[config.mk]
export PLATFORM = sky130hd
export DESIGN_NAME = dram_responder_flat
export DESIGN_NICKNAME = d
export VERILOG_FILES = /design/src/rtl/dram_pkg.sv /design/src/rtl/dram_if.sv /design/src/rtl/dram_array.sv /design/src/rtl/dram_responder.sv /design/src/flat_wrapper.sv
export SDC_FILE = /design/constraint.sdc
export NUM_CORES = 2
export LEC_CHECK = 0
export ABC_AREA = 1
export ABC_CLOCK_PERIOD_IN_PS = 3900
export BUFFER_PORTS_ARGS = -buffer_cell sky130_fd_sc_hd__buf_2
export CAP_MARGIN = 20
export CORE_ASPECT_RATIO = 0.7
export CORE_UTILIZATION = 30
export CTS_BUF_LIST = sky130_fd_sc_hd__clkbuf_16
export CTS_CLUSTER_SIZE = 10
export DETAILED_ROUTE_END_ITERATION = 16
export MAX_ROUTING_LAYER = met4
export PLACE_DENSITY = 0.41
export SYNTH_ARGS = -nofsm -noshare
export SYNTH_HDL_FRONTEND = slang
export SYNTH_SLANG_ARGS = --single-unit
[constraint.sdc]
create_clock -name clk_in -period 3.9 [get_ports clk_in]
set_input_delay 0.78 -clock clk_in [delete_from_list [all_inputs] [get_ports clk_in]]
set_output_delay 0.78 -clock clk_in [all_outputs]
set_load 0.1 [all_outputs]
[src/rtl/dram_pkg.sv]
// Shared types and constants for the RAS/MUX/CAS DRAM responder.
package dram_pkg;

    typedef enum logic [1:0] {
        IDLE       = 2'd0,
        ROW_OPEN   = 2'd1,
        COL_ACTIVE = 2'd2,
        ERR_WAIT   = 2'd3
    } state_e;

    localparam int ERR_CNT_W = 8;

    // Width of the multiplexed address bus: wide enough for either phase.
    function automatic int max_w(input int row_bits, input int col_bits);
        return (row_bits > col_bits) ? row_bits : col_bits;
    endfunction

endpackage

[src/rtl/dram_if.sv]
// Controller-to-DRAM strobe/address/data bundle; the controller is master.
interface dram_if #(
    parameter int ADDR_W = 4,
    parameter int DATA_W = 8,
    parameter int ERR_W  = 8
);
    logic              ras_in;
    logic              cas_in;
    logic              mux_in;
    logic [ADDR_W-1:0] addr_in;
    logic              we_n_in;
    logic [DATA_W-1:0] data_in;
    logic [DATA_W-1:0] data_out;
    logic              data_valid_out;
    logic              err_out;
    logic [ERR_W-1:0]  err_count_out;

    modport master (
        output ras_in, cas_in, mux_in, addr_in, we_n_in, data_in,
        input  data_out, data_valid_out, err_out, err_count_out
    );

    modport slave (
        input  ras_in, cas_in, mux_in, addr_in, we_n_in, data_in,
        output data_out, data_valid_out, err_out, err_count_out
    );
endinterface

[src/rtl/dram_array.sv]
// Single-port storage array: synchronous write, registered synchronous read.
module dram_array #(
    parameter int AW = 8,
    parameter int DW = 8
) (
    input  logic          clk_in,
    input  logic          rst_n_in,
    input  logic          i_we,
    input  logic          i_re,
    input  logic [AW-1:0] i_addr,
    input  logic [DW-1:0] i_wdata,
    output logic [DW-1:0] o_rdata
);
    logic [DW-1:0] r_mem [0:(1<<AW)-1];
    logic [DW-1:0] r_rdata;

    // Storage write port; contents deliberately survive reset.
    always_ff @(posedge clk_in) begin
        if (i_we) begin
            r_mem[i_addr] <= i_wdata;
        end
    end

    // Read register holds its value between reads.
    always_ff @(posedge clk_in or negedge rst_n_in) begin
        if (!rst_n_in) begin
            r_rdata <= {DW{1'b0}};
        end else if (i_re) begin
            r_rdata <= r_mem[i_addr];
        end
    end

    assign o_rdata = r_rdata;
endmodule

[src/rtl/dram_responder.sv]
// DRAM-side responder: decodes RAS/CAS strobes, enforces tRCD/tRP, counts violations.
module dram_responder
    import dram_pkg::*;
#(
    parameter int ROW_BITS = 4,
    parameter int COL_BITS = 4,
    parameter int DATA_W   = 8,
    parameter int T_RCD    = 2,
    parameter int T_RP     = 2
) (
    input  logic  clk_in,
    input  logic  rst_n_in,
    dram_if.slave bus
);
    localparam int ADDR_W = max_w(ROW_BITS, COL_BITS);
    localparam int ARR_AW = ROW_BITS + COL_BITS;
    localparam int CNT_W  = 8;
    localparam logic [CNT_W-1:0] TRCD_MIN = CNT_W'(T_RCD);
    localparam logic [CNT_W-1:0] TRP_MIN  = CNT_W'(T_RP);
    localparam logic [ERR_CNT_W-1:0] ERR_MAX = {ERR_CNT_W{1'b1}};

    localparam logic [1:0] S_IDLE       = IDLE;
    localparam logic [1:0] S_ROW_OPEN   = ROW_OPEN;
    localparam logic [1:0] S_COL_ACTIVE = COL_ACTIVE;
    localparam logic [1:0] S_ERR_WAIT   = ERR_WAIT;

    logic [1:0]           r_state,    w_state_nxt;
    logic [CNT_W-1:0]     r_trp_cnt,  w_trp_nxt,  w_trp_inc;
    logic [CNT_W-1:0]     r_trcd_cnt, w_trcd_nxt, w_trcd_inc;
    logic [ROW_BITS-1:0]  r_row,      w_row_nxt;
    logic [COL_BITS-1:0]  r_col,      w_col_nxt;
    logic                 r_valid,    w_valid_nxt;
    logic                 r_err,      w_err;
    logic [ERR_CNT_W-1:0] r_err_cnt;
    logic                 w_we, w_re;
    logic [ADDR_W-1:0]    w_addr;
    logic [DATA_W-1:0]    w_rdata;

    assign w_addr     = bus.addr_in;
    assign w_trp_inc  = (r_trp_cnt  >= TRP_MIN)  ? r_trp_cnt  : r_trp_cnt  + 8'd1;
    assign w_trcd_inc = (r_trcd_cnt >= TRCD_MIN) ? r_trcd_cnt : r_trcd_cnt + 8'd1;

    // Next-state, counter, access and error decode.
    always_comb begin
        w_state_nxt = r_state;
        w_trp_nxt   = r_trp_cnt;
        w_trcd_nxt  = r_trcd_cnt;
        w_row_nxt   = r_row;
        w_col_nxt   = r_col;
        w_valid_nxt = r_valid;
        w_err       = 1'b0;
        w_we        = 1'b0;
        w_re        = 1'b0;
        case (r_state)
            S_IDLE: begin
                if (bus.ras_in) begin
                    w_trp_nxt = w_trp_inc;
                    w_err     = ~bus.cas_in;
                end else if ((r_trp_cnt >= TRP_MIN) && !bus.mux_in) begin
                    w_row_nxt   = w_addr[ROW_BITS-1:0];
                    w_trcd_nxt  = 8'd0;
                    w_state_nxt = S_ROW_OPEN;
                end else begin
                    w_err       = 1'b1;
                    w_state_nxt = S_ERR_WAIT;
                end
            end
            S_ROW_OPEN: begin
                if (bus.ras_in) begin
                    w_trp_nxt   = 8'd1;
                    w_state_nxt = S_IDLE;
                end else begin
                    // Latency is judged on cycles elapsed including this edge.
                    w_trcd_nxt = w_trcd_inc;
                    if (!bus.cas_in) begin
                        if (bus.mux_in && (w_trcd_inc >= TRCD_MIN)) begin
                            w_col_nxt   = w_addr[COL_BITS-1:0];
                            w_we        = ~bus.we_n_in;
                            w_re        = bus.we_n_in;
                            w_valid_nxt = bus.we_n_in;
                            w_state_nxt = S_COL_ACTIVE;
                        end else begin
                            w_err       = 1'b1;
                            w_state_nxt = S_ERR_WAIT;
                        end
                    end else begin
                        w_state_nxt = S_ROW_OPEN;
                    end
                end
            end
            S_COL_ACTIVE: begin
                if (bus.ras_in) begin
                    w_valid_nxt = 1'b0;
                    w_trp_nxt   = 8'd1;
                    w_state_nxt = S_IDLE;
                end else if (bus.cas_in) begin
                    w_valid_nxt = 1'b0;
                    w_state_nxt = S_ROW_OPEN;
                end else begin
                    w_state_nxt = S_COL_ACTIVE;
                end
            end
            S_ERR_WAIT: begin
                if (bus.ras_in && bus.cas_in) begin
                    w_trp_nxt   = 8'd1;
                    w_state_nxt = S_IDLE;
                end else begin
                    w_state_nxt = S_ERR_WAIT;
                end
            end
            default: begin
                w_valid_nxt = 1'b0;
                w_state_nxt = S_IDLE;
            end
        endcase
    end

    // State and control registers; tRP starts saturated so activate is legal at once.
    always_ff @(posedge clk_in or negedge rst_n_in) begin
        if (!rst_n_in) begin
            r_state    <= S_IDLE;
            r_trp_cnt  <= TRP_MIN;
            r_trcd_cnt <= 8'd0;
            r_row      <= {ROW_BITS{1'b0}};
            r_col      <= {COL_BITS{1'b0}};
            r_valid    <= 1'b0;
            r_err      <= 1'b0;
            r_err_cnt  <= {ERR_CNT_W{1'b0}};
        end else begin
            r_state    <= w_state_nxt;
            r_trp_cnt  <= w_trp_nxt;
            r_trcd_cnt <= w_trcd_nxt;
            r_row      <= w_row_nxt;
            r_col      <= w_col_nxt;
            r_valid    <= w_valid_nxt;
            r_err      <= w_err;
            if (w_err && (r_err_cnt != ERR_MAX)) begin
                r_err_cnt <= r_err_cnt + 8'd1;
            end
        end
    end

    dram_array #(
        .AW (ARR_AW),
        .DW (DATA_W)
    ) u_array (
        .clk_in   (clk_in),
        .rst_n_in (rst_n_in),
        .i_we     (w_we),
        .i_re     (w_re),
        .i_addr   ({r_row, w_col_nxt}),
        .i_wdata  (bus.data_in),
        .o_rdata  (w_rdata)
    );

    assign bus.data_out       = w_rdata;
    assign bus.data_valid_out = r_valid;
    assign bus.err_out        = r_err;
    assign bus.err_count_out  = r_err_cnt;
endmodule
[src/flat_wrapper.sv]
// flat-port wrapper written by rule: the top's interface ports become plain ports
module dram_responder_flat import dram_pkg::*;
#(
    parameter int ROW_BITS = 4,
    parameter int COL_BITS = 4,
    parameter int DATA_W   = 8,
    parameter int T_RCD    = 2,
    parameter int T_RP     = 2
)
  (clk_in, rst_n_in, bus_ras_in, bus_cas_in, bus_mux_in, bus_addr_in, bus_we_n_in, bus_data_in, bus_data_out, bus_data_valid_out, bus_err_out, bus_err_count_out);
  dram_if #(.DATA_W(DATA_W)) bus_i ();
  input  logic clk_in;
  input  logic rst_n_in;
  input wire logic [$bits(bus_i.ras_in)-1:0] bus_ras_in;
  input wire logic [$bits(bus_i.cas_in)-1:0] bus_cas_in;
  input wire logic [$bits(bus_i.mux_in)-1:0] bus_mux_in;
  input wire logic [$bits(bus_i.addr_in)-1:0] bus_addr_in;
  input wire logic [$bits(bus_i.we_n_in)-1:0] bus_we_n_in;
  input wire logic [$bits(bus_i.data_in)-1:0] bus_data_in;
  output wire logic [$bits(bus_i.data_out)-1:0] bus_data_out;
  output wire logic [$bits(bus_i.data_valid_out)-1:0] bus_data_valid_out;
  output wire logic [$bits(bus_i.err_out)-1:0] bus_err_out;
  output wire logic [$bits(bus_i.err_count_out)-1:0] bus_err_count_out;
  assign bus_i.ras_in = bus_ras_in;
  assign bus_i.cas_in = bus_cas_in;
  assign bus_i.mux_in = bus_mux_in;
  assign bus_i.addr_in = bus_addr_in;
  assign bus_i.we_n_in = bus_we_n_in;
  assign bus_i.data_in = bus_data_in;
  assign bus_data_out = bus_i.data_out;
  assign bus_data_valid_out = bus_i.data_valid_out;
  assign bus_err_out = bus_i.err_out;
  assign bus_err_count_out = bus_i.err_count_out;
  dram_responder #(.ROW_BITS(ROW_BITS), .COL_BITS(COL_BITS), .DATA_W(DATA_W), .T_RCD(T_RCD), .T_RP(T_RP)) u_core (.clk_in(clk_in), .rst_n_in(rst_n_in), .bus(bus_i));
endmodule
==> reports/results.ini <==
[run_status]
status = finished, violations left
violations = setup timing

[worst_hold_path]
hold_class = in -> reg
hold_path_end = u_core.r_state[0]$_DFFE_PN0N_
whs_path_depth = 4
hold_start = bus_ras_in

[power_and_ir_drop]
peakVddDrop_mv = 0.7536
powerDensity_mw_per_mm2 = 734.7
finalPower_mw = 78.77
p_leak_nw = 43.87

[worst_setup_path]
rrSetupSlack_ps = -40
critPathBufInv = 6
path_common_cell = nand2_1
ff2ff_path_depth = 31
critPathLaunchType = flop
r2r_start = u_core.r_trcd_cnt[0]$_DFFE_PN0P_
cp_top_family = simple AND/OR/NAND/NOR gates
reg2reg_to = u_core.u_array.o_rdata[7]$_DFFE_PN0P_
crit_start = u_core.r_trcd_cnt[0]$_DFFE_PN0P_
cp_data_arrival_time_ps = 4720
end_kind = flop
crit_required_ps = 4680
cp_slowest_cell = dfrtp_1
path_class = reg -> reg
crit_fanout = 6
critPathMaxStageDelay_ps = 350

[die]
fp.dieW_um = 650.3
core-area_sq_mm = 0.2924
die_area_sq_mm = 0.2964
start_util = 0.3018
ios = 36
die_h_um = 455.8
rows = 166

[sta]
rsz0062_at_grt = yes
hold_violations = 0
fin_tns_setup_ps = -47.03
fin_crit_ps = 3941
clock.fmax_mhz = 253.7
timing.final.crit_share = 1.011
finalWorstSetupSlack_ps = -40.99
slew_viol_final = 0
slew_headroom = 0.3671
finalSetupViolCount = 2
finClkSkew_ps = 39.52
worst_pin_slew_ps = 949.3

[placement]
place_congestion = 0.8598
dp_hpwl_um = 194600
port_buffers = 35
dpl_cell_area_sq_mm = 0.09895
pre_cts_ws_ps = -544.5

[grt]
grt_pass1_vias = 60290
gr-total-overflow = 0
grt_max_degree = 96
antenna_found_initial = 16
grt_usage = 0.2098
grt_pass1_wl_um = 441400

[synthesis]
ys.flop_type = edfxtp_1
synth_commonest_cells = nand2_1, edfxtp_1, nor2_1
synth_edf_count = 2048
ys_seq_elements = 2092
synthTopCellsByArea = edfxtp_1, nand2_1, nor2_1
synth_top_area_cell = edfxtp_1
ys_types = 40
syn_area_per_cell_sq_um = 10.24
yosysTopAreaCellShare = 0.6967
mappedNetlistArea_sq_mm = 0.08827
synth_nets = 8649
ys_warn_count = 0
synthCells = 8621
yosysMostFrequentCell = nand2_1
ys_seq_area_frac = 0.7092
synthArstFlopShare = 0.02103

[final_layout]
synthToLayoutAreaGrowth_pct = 21.46
post-route-util = 0.3666
finalInstanceArea_sq_mm = 0.1072
drive_above_1_share = 0.1448
fillCellCount = 29010
nNetsFinal = 9315

[route]
final_antenna_net_count = 0
dr_wl_met2_um = 124700
wl_met3_um = 22290
wl_per_cell_um = 23.50
top_layer_used = met4
wirelength_um = 311300
vias = 62600
met1Wirelength_um = 158400
drt_iter0_drc = 6827
first_pass_iters = 5
drc = 0
vias_per_cell = 4.724

[clock_network]
clk_latency_ps = 900
cts_root_buf = clkbuf_16
cts_tree = done
cts.htree.levels = 4
clk_path_buf_depth = 4
cts_buffers = 240
clock_sinks = 2092
clk_pin_slew_ps = 60

[run]
drv_cap = 0

[report_power, final]
part	internal [mW]	leakage [nW]	switching (mW)
Combinational	10.6	21.5	23.3
Clock	11.0	3.45	8.88
Sequential	24.8	19.0	0.172
Total	46.5	43.9	32.3
[stage by stage]
| stage | std cells | hold slack [ps] |
|---|---|---|
| 2_1_floorplan | 8621 | 457.7 |
| 3_3_place_gp | 12850 | 489.3 |
| 3_5_place_dp | 12850 | 486.9 |
| 4_1_cts | 13210 | 158.2 |
| 5_1_grt | 13250 | 231.5 |
| 6_report | 13250 | 257.2 |
[per-layer routing]
layer	track usage	vias up
li1	-	29450
met1	0.3255	30880
met2	0.2833	1933
met3	0.03772	340
met4	0.03981	0
met5	-	-
[what timing repair did]
action	in CTS	in global routing
setup endpoints to repair	461	1129
cloned	4	10
hold endpoints to repair	28	0
pin swaps	4	34
gates resized for setup	74	204
setup buffers	15	26
hold buffers	1	0
[state kept, by name, summed over array words and instances (netlist names)]
signal and count:
u_core.bus.data_valid_out 1, u_core.u_array.r_mem 2048, u_core.r_trp_cnt 8, u_core.r_row 4, u_core.u_array.o_rdata 8, u_core.r_col 4
u_core.r_state 2, u_core.bus.err_out 1, u_core.bus.err_count_out 8, u_core.r_trcd_cnt 8
[tightest hold or removal path, stage by stage]
cell and delay (ps):
buf_2 90, nor2_1 50, o21ai_0 80, a32oi_1 90
[area by class of cell]
class / count / area (sq um) / area share
inverters: 52 / 202.7 / 0.001891
multi-input cells: 6024 / 24170 / 0.2255
clock inverters: 91 / 439.2 / 0.004097
well taps: 3864 / 4835 / 0.04510
repair buffers: 877 / 8905 / 0.08306
flip-flops and latches: 2092 / 62600 / 0.5839
diodes: 9 / 22.52 / 0.0002101
clock buffers: 241 / 6031 / 0.05625
[worst max-delay path by stage]
| stage | slack, ps | cells after the start | end |
|---|---|---|---|
| floorplan | 620 | 19 | u_core.u_array.r_mem[114][0]$_DFFE_PP_ |
| global placement | -560 | 14 | u_core.u_array.r_mem[7][0]$_DFFE_PP_ |
| detailed placement | -540 | 14 | u_core.u_array.r_mem[7][0]$_DFFE_PP_ |
| CTS | -30 | 30 | u_core.u_array.o_rdata[7]$_DFFE_PN0P_ |
| global route | -180 | 31 | u_core.u_array.o_rdata[7]$_DFFE_PN0P_ |
| finish | -40 | 31 | u_core.u_array.o_rdata[7]$_DFFE_PN0P_ |
[cells by family (layout without fill, tap and decap cells)]
| logic type | count (synthesis) | in the layout | synth area share |
|---|---|---|---|
| compound gates | 32 | 32 | 0.002254 |
| xor+xnor | 8 | 8 | 0.0007939 |
| fa+ha+maj | 10 | 10 | 0.001418 |
| buf+inv | 506 | 1261 | 0.02627 |
| flops | 2092 | 2092 | 0.7092 |
| mux | 1 | 1 | 0.0001276 |
| other cells | 0 | 9 | 0 |
| simple gates | 5972 | 5973 | 0.2599 |
[placed cells by master, fill, tap and decap left out, types with 4 or more instances in the layout]
| cell type | netlist | routed |
|---|---|---|
| inv_2 | 3 | 4 |
| xor2_1 | 5 | 5 |
| clkbuf_16 | 0 | 249 |
| nand3_2 | 0 | 9 |
| clkinv_1 | 0 | 6 |
| buf_8 | 0 | 10 |
| inv_1 | 49 | 121 |
| or2_2 | 9 | 9 |
| nor3_1 | 6 | 6 |
| buf_6 | 0 | 31 |
| nand2_2 | 2 | 76 |
| buf_2 | 275 | 27 |
| nand2_1 | 4978 | 4898 |
| o21ai_0 | 11 | 11 |
| a21oi_1 | 5 | 5 |
| nand2_4 | 1 | 5 |
| buf_16 | 0 | 12 |
| diode_2 | 0 | 9 |
| nor2_4 | 2 | 41 |
| dfrtp_1 | 43 | 43 |
| nor2_2 | 4 | 74 |
| nand3_1 | 335 | 324 |
| buf_12 | 0 | 141 |
| nor2_1 | 625 | 516 |
| ha_1 | 10 | 9 |
| inv_6 | 0 | 5 |
| buf_4 | 20 | 645 |
| edfxtp_1 | 2048 | 2048 |
(Power assumes the default switching activity.)
